**config.mk**
```make
export PLATFORM = sky130hd
export DESIGN_NAME = ram_request_responder
export DESIGN_NICKNAME = d
export VERILOG_FILES = /design/src/rtl/ram_responder_pkg.sv /design/src/rtl/ram_request_responder_sat_counter16.sv /design/src/rtl/ram_request_responder.sv
export SDC_FILE = /design/constraint.sdc
export NUM_CORES = 1
export LEC_CHECK = 0
export BUFFER_PORTS_ARGS = -buffer_cell sky130_fd_sc_hd__buf_2
export CORE_MARGIN = 2
export CORE_UTILIZATION = 35
export DETAILED_ROUTE_END_ITERATION = 10
export HOLD_SLACK_MARGIN = 0.03
export PLACE_DENSITY = 0.73
export SYNTH_ARGS = -nofsm -noshare
export SYNTH_HDL_FRONTEND = slang
export SYNTH_SLANG_ARGS = --single-unit
```
**constraint.sdc**
```tcl
create_clock -name clk -period 1.51 [get_ports clk]
set_clock_uncertainty 0.15 [all_clocks]
set_input_delay 0.2265 -clock clk [delete_from_list [all_inputs] [get_ports clk]]
set_output_delay 0.2265 -clock clk [all_outputs]
set_load 0.01 [all_outputs]
```
**src/rtl/ram_responder_pkg.sv**
```systemverilog
// ram_responder_pkg: shared widths, request field layout, FSM states and request unpacking
package ram_responder_pkg;
    localparam int NUM_RAM_ADDRESS = 256;
    localparam int DATA_W          = 32;
    localparam int ADDR_W          = $clog2(NUM_RAM_ADDRESS);
    localparam int REQ_W           = ADDR_W + DATA_W + 1;
    localparam int RW_BIT          = REQ_W - 1;
    localparam int ADDR_MSB        = REQ_W - 2;
    localparam int ADDR_LSB        = DATA_W;
    localparam int WDATA_MSB       = DATA_W - 1;

    typedef enum logic [2:0] {IDLE, FETCH, EXEC, WAIT_RD, RESP} state_t;

    typedef struct packed {
        logic              rw;
        logic [ADDR_W-1:0] addr;
        logic [DATA_W-1:0] wdata;
    } req_t;

    function automatic req_t unpack_req(input logic [REQ_W-1:0] req);
        req_t r;
        r.rw    = req[RW_BIT];
        r.addr  = req[ADDR_MSB:ADDR_LSB];
        r.wdata = req[WDATA_MSB:0];
        return r;
    endfunction
endpackage

```
**src/rtl/ram_request_responder_sat_counter16.sv**
```systemverilog
// sat_counter16: 16-bit event counter with synchronous clear that sticks at all-ones
module sat_counter16 (
    input  logic        clk,
    input  logic        clear,
    input  logic        inc,
    output logic [15:0] count
);
    // count events, never wrapping past 16'hFFFF
    always_ff @(posedge clk) begin
        if (clear)
            count <= '0;
        else if (inc && count != 16'hFFFF)
            count <= count + 16'd1;
    end
endmodule

```
**src/rtl/ram_request_responder.sv**
```systemverilog
// ram_request_responder: pops one packed request, drives one RAM access, returns read data; RESP_STATS_EN adds rd/wr counters
module ram_request_responder
    import ram_responder_pkg::*;
#(
    parameter int RAM_READ_LATENCY = 1
) (
    input  logic              clk,
    input  logic              reset,
    input  logic              enable,
    input  logic              req_empty,
    input  logic [REQ_W-1:0]  req_data,
    output logic              req_pop,
    output logic              ram_enable,
    output logic              ram_read_write,
    output logic [ADDR_W-1:0] ram_addr,
    output logic [DATA_W-1:0] ram_data_write,
    input  logic [DATA_W-1:0] ram_data_read,
    input  logic              resp_full,
    output logic              resp_push,
    output logic [DATA_W-1:0] resp_data,
    output logic              busy
`ifdef RESP_STATS_EN
    ,
    output logic [15:0]       rd_count,
    output logic [15:0]       wr_count
`endif
);
    localparam logic [1:0] LAT_INIT = 2'(RAM_READ_LATENCY - 1);

    state_t            state, next_state;
    logic              rw_q;
    logic [ADDR_W-1:0] addr_q;
    logic [DATA_W-1:0] wdata_q;
    logic [1:0]        lat_cnt;

    assign ram_read_write = rw_q;
    assign ram_addr       = addr_q;
    assign ram_data_write = wdata_q;

    // state register
    always_ff @(posedge clk) begin
        state <= reset ? IDLE : next_state;
    end

    // sequencing: one request in flight, reads wait out the RAM latency then the response FIFO
    always_comb begin
        next_state = state;
        case (state)
            IDLE:    next_state = (enable && !req_empty) ? FETCH : IDLE;
            FETCH:   next_state = EXEC;
            EXEC:    next_state = rw_q ? IDLE : WAIT_RD;
            WAIT_RD: next_state = (lat_cnt == 2'd0) ? RESP : WAIT_RD;
            RESP:    next_state = resp_full ? RESP : IDLE;
            default: next_state = IDLE;
        endcase
    end

    // strobes are held low while reset is asserted so nothing leaks out of an abandoned transaction
    always_comb begin
        req_pop    = !reset && state == IDLE && enable && !req_empty;
        ram_enable = !reset && state == EXEC;
        resp_push  = !reset && state == RESP && !resp_full;
        busy       = !reset && state != IDLE;
    end

    // request capture, read-latency countdown and response word
    always_ff @(posedge clk) begin
        if (reset) begin
            rw_q      <= 1'b0;
            addr_q    <= '0;
            wdata_q   <= '0;
            lat_cnt   <= 2'd0;
            resp_data <= '0;
        end else begin
            if (state == FETCH)
                {rw_q, addr_q, wdata_q} <= unpack_req(req_data);
            if (state == EXEC && !rw_q)
                lat_cnt <= LAT_INIT;
            if (state == WAIT_RD) begin
                if (lat_cnt == 2'd0)
                    resp_data <= ram_data_read;
                else
                    lat_cnt <= lat_cnt - 2'd1;
            end
        end
    end

`ifdef RESP_STATS_EN
    sat_counter16 u_wr_count (
        .clk  (clk),
        .clear(reset),
        .inc  (ram_enable && rw_q),
        .count(wr_count)
    );

    sat_counter16 u_rd_count (
        .clk  (clk),
        .clear(reset),
        .inc  (resp_push),
        .count(rd_count)
    );
`endif
endmodule

```
==> flow_summary.yaml, run 1 <==
status:
  outcome: "finished with violations"
  violations: "setup timing"
routing:
  first_pass_iters: 5
  wl_per_cell_um: 16.9
  postRouteWirelength_mm: 12.0
  postRouteAntennaNets: 0
  drt-initial-drc-count: 117
  vias_per_cell: 5.06
  drc_errors: 0
  vias: 3601
sta:
  rsz0062_at_grt: "yes"
  finalHoldViolations: 0
  finalCriticalPeriod_ps: 2000
  post-route-period-util_pct: 132
  tightest_slew_ps: 387
  slew_violations: 0
  relSlewSlack_pct: 74.2
  finalSetupViolations: 54
  max_freq_ghz: 0.501
  setup_ws_ps: -485
floorplanning:
  die_area_um2: 9620
  coreArea_um2: 8640
  num_rows: 34
  die_x_um: 98.1
  start_util_pct: 35.9
  io_pins: 155
  dieHeight_um: 98.1
final_layout:
  area_delta_synth_final_pct: 86.4
  fin_nets: 676
  drive_above_1_share_pct: 50.7
  layout_common_cells: "buf_2 (155), dfxtp_1 (76), dlygate4sd3_1 (73)"
  fin_util_pct: 66.9
  num_antenna_cells: 0
  layout_commonest_cell: "buf_2"
place:
  dp_slack_ps: -117
  dpl.hpwl_mm: 5.71
  io_buffers: 154
  routabilityCongestion: 0.768
global_routing:
  grt_usage_pct: 21.5
  grt-ovfl-total: 0
  grt_pass1_wl_mm: 16.8
  grt_pass1_vias: 3571
  grt_max_degree: 34
  antenna_found_initial: 0
setup_path:
  criticalPathCategory: "reg -> out"
  crit_path_max_fanout: 2
  crit_start: "state[1]"
  r2r_start: "state[1]"
  critPathCaptureType: "output pin"
  ff2ff_setup_slack_ps: -200
  start_kind: "flop"
  worstPathArrival_ps: 1620
  r2r_cells: 6
  worstReg2RegEnd: "ram_data_write[22]"
  cp.required_ps: 1130
logic_synthesis:
  synth.distinct_cells: 28
  syn_avg_cell_area_um2: 8.73
  seq_area_frac_synth_pct: 50.4
  synth_area_um2: 3100
  ys_warn_count: 0
  syn_nets: 433
  ys_ff_latch: 78
  synthCells: 355
min_path:
  hold_path_depth: 3
  hold_class: "in -> reg"
  hold_start: "ram_data_read[3]"
  whs_endpoint: "resp_data[3]"
cts:
  insertion_delay_ps: 340
  htree_num_levels: 3
  cts.sinks: 78
  clockBufferDepth: 2
  clockRootBuffer: "clkbuf_8"
  numCtsBuffers: 9
  cts_tree: "done"
  clk_pin_slew_worst_paths_ps: 90
power_and_ir_drop:
  power_density_nw_per_um2: 907
  total_leakage_power_nw: 2.47
  vdd_ir_drop_max_uv: 763
run:
  cap_violations: 0
-- synth_stat cells (all sizes together) --
cell | n | area share (%)
a211oi | 3 | 0.89
a21oi | 42 | 6.8
a221oi | 1 | 0.28
and2 | 1 | 0.28
and2b | 1 | 0.24
buf | 19 | 4.3
clkbuf | 13 | 1.6
dfxtp | 78 | 50
nand2 | 84 | 10
nand2b | 34 | 7.1
nand4b | 33 | 9.3
nor2 | 2 | 0.24
nor2b | 1 | 0.20
nor3 | 2 | 0.32
nor3b | 3 | 1.3
nor4b | 1 | 0.28
o21ai | 33 | 5.3
or2 | 1 | 0.20
or3 | 1 | 0.20
or3b | 2 | 0.57
-- power by group --
part | total [mW] | internal [mW] | switching [mW]
combinational | 1.06 | 0.567 | 0.495
sequential | 2.20 | 2.13 | 0.0675
clock | 1.98 | 1.16 | 0.822
total | 5.24 | 3.86 | 1.38
-- what timing repair did --
action | in CTS | in global routing
buffers inserted | 3 | 3
gates resized for setup | 20 | 151
endpoints found under the hold margin | 73 | 0
hold buffers | 73 | 0
pin swaps | 4 | 59
cloned | 6 | 5
setup endpoints to repair | 58 | 79
-- through the flow --
stage | area [um2] | power, mW | cells | setup TNS, ps | hold slack (ps)
after CTS | 5160 | 5.01 | 703 | -4330 | 34.7
final | 5780 | 5.24 | 711 | -7790 | 49.4
after global routing | 5780 | 5.44 | 711 | -9900 | 25.6
after detailed placement | 4010 | 2.80 | 607 | -2390 | 293
after global placement | 4010 | 2.78 | 607 | -1510 | 289
after floorplan | 3100 | 2.53 | 355 | -58.0 | 212
-- flip-flops by register name, indices dropped and copies added, names as in the netlist --
| name | cells |
|---|---|
| lat_cnt | 2 |
| ram_addr | 8 |
| ram_data_write | 32 |
| ram_read_write | 1 |
| resp_data | 32 |
| state | 3 |
-- worst max path at each step --
stage	endpoint	slack (ps)
after global placement	resp_data[7]	-60
after global routing	req_pop	-560
after floorplan	req_pop	-60
after detailed placement	resp_data[8]	-120
after CTS	req_pop	-440
final	req_pop	-490
-- layout make-up --
cell class	count	area (um2)
fill	624	2860
timing repair buffer	261	1950
multi-input combinational	248	1870
sequential	78	1560
clock buffer	10	138
tap	108	135
clock inverter	6	116
-- routing by layer --
metal	track usage [%]	up-vias	share of wire, %
li1	-	1704	-
met1	24.9	1706	39
met2	38.6	153	52
met3	4.87	38	6.0
met4	7.80	0	3.1
met5	0	-	0
-- kinds of logic after synthesis --
logic type      Yosys count  share of synthesized area, %
simple gates            166                          30.4
compound gates           79                          13.3
flops                    78                          50.4
buf+inv                  32                          5.93
-- worst max-delay path, stage by stage (launching register included) --
cell and delay, ps:
dfxtp_2 330, or2_1 250, or3b_4 400, nor3_4 140, buf_2 160
(Power assumes the default switching activity.)
==> inputs of run 2 (changes only) <==
--- a/config.mk
+++ b/config.mk
@@ -11,6 +11,8 @@
 export DETAILED_ROUTE_END_ITERATION = 10
 export HOLD_SLACK_MARGIN = 0.03
 export PLACE_DENSITY = 0.73
+export SETUP_SLACK_MARGIN = 0.4
+export SKIP_CTS_REPAIR_TIMING = 1
 export SYNTH_ARGS = -nofsm -noshare
 export SYNTH_HDL_FRONTEND = slang
 export SYNTH_SLANG_ARGS = --single-unit
==> flow_summary.yaml, run 2 (synthesis results as in run 1) <==
sta:
  finalCriticalPeriod_ps: 1940
  relSlewSlack_pct: 70.5
  tightest_slew_ps: 443
  finalHoldViolations: 0
  setup_ws_ps: -429
  max_freq_ghz: 0.516
  rsz0062_at_grt: "yes"
  slew_violations: 0
  post-route-period-util_pct: 128
  finalSetupViolations: 79
final_layout:
  register_area_um2: 1660
  drive_above_1_share_pct: 50.7
  num-fill-cells: 621
  multi_input_area_um2: 1460
  area_delta_synth_final_pct: 88.9
  fin_nets: 682
  stdcell_count: 716
  layout_commonest_cell: "nand2_1"
  layout_common_cells: "nand2_1 (84), buf_2 (81), buf_6 (76)"
  fin_area_um2: 5850
  num_antenna_cells: 0
global_routing:
  grt_max_degree: 57
  grt_usage_pct: 16.4
  antenna_found_initial: 0
  grt-ovfl-total: 0
  grt_pass1_vias: 2840
  grt_pass1_wl_mm: 13.1
power_and_ir_drop:
  vdd_ir_drop_max_uv: 487
  total_leakage_power_nw: 2.45
  power_density_nw_per_um2: 850
  fin_total_pwr_mw: 4.98
cts:
  clockRootBuffer: "clkbuf_8"
  numCtsBuffers: 9
  clockBufferDepth: 2
  cts_tree: "done"
  clk_pin_slew_worst_paths_ps: 80
  cts.sinks: 78
  htree_num_levels: 3
  insertion_delay_ps: 330
routing:
  vias_per_cell: 4.98
  postRouteWirelength_mm: 11.6
  drc_errors: 0
  postRouteAntennaNets: 0
  drt-initial-drc-count: 96
  wl_per_cell_um: 16.3
  vias: 3563
  first_pass_iters: 4
setup_path:
  worstPathArrival_ps: 1560
  criticalPathCategory: "reg -> out"
  crit_path_max_fanout: 2
  cp.required_ps: 1130
  critPathCaptureType: "output pin"
  start_kind: "flop"
  r2r_cells: 6
place:
  io_buffers: 154
  postPlaceCellArea_um2: 4050
  dp_slack_ps: -49.8
  dpl.hpwl_mm: 5.62
  routabilityCongestion: 0.739
  dp.cells: 603
floorplanning:
  die_area_um2: 9620
  dieHeight_um: 98.1
  start_util_pct: 35.9
  coreArea_um2: 8640
  die_x_um: 98.1
  io_pins: 155
  num_rows: 34
status:
  violations: "setup timing"
  outcome: "finished with violations"
min_path:
  hold_path_depth: 3
  hold_class: "in -> reg"
run:
  cap_violations: 0
## run 2: cell types whose count changed in the layout (fill, tap and decap cells not counted), moves of 19 or more
cell / before / now
a21oi_1: 7 / 42
nand2_4: 33 / 0
dfxtp_2: 2 / 75
nand2_1: 44 / 84
buf_2: 155 / 81
buf_4: 15 / 34
a21oi_2: 34 / 0
o21ai_1: 12 / 32
dfxtp_1: 76 / 2
buf_6: 6 / 76
## run 2: metal layers
metal  up-vias  global-route usage [%]  wire, um
met5         -                       0         0
met4         0                    7.26       545
met3        47                    3.15       508
met2       153                    28.9      6170
met1      1662                    19.3      4410
li1       1701                       -         -
## run 2: final timing paths
path	start	to	slack (ps)
max	state[0]	req_pop	-430
min	ram_data_read[25]	resp_data[25]	10
max reg2reg	state[0]	resp_data[30]	-150
min reg2reg	ram_data_write[13]	ram_data_write[13]	310
## run 2: power by group
part	switching [mW]	total [mW]	internal, mW
sequential	0.0541	2.20	2.14
combinational	0.409	0.962	0.554
clock	0.749	1.82	1.07
total	1.21	4.98	3.76
## run 2: per-stage QoR
stage               util [%]  hold slack, ps  TNS (ps)
floorplan                  -             212     -31.9
global placement        46.9             289      -402
detailed placement      46.9             295     -1270
CTS                     49.6           -53.7     -3160
global route            67.8            32.5     -8490
finish                  67.8            10.5     -4530
## run 2: layout make-up
type / count / share of cell area [%]
clock buffer: 12 / 2.84
clock inverter: 3 / 1.11
multi-input combinational: 247 / 24.9
sequential: 78 / 28.3
tap: 108 / 2.31
timing repair buffer: 268 / 40.5
## run 2: critical path, cell delays in order (launching register included)
cell and delay (ps):
dfxtp_4 340, or2_4 220, or3b_4 380, nor3_2 120
buf_2 160
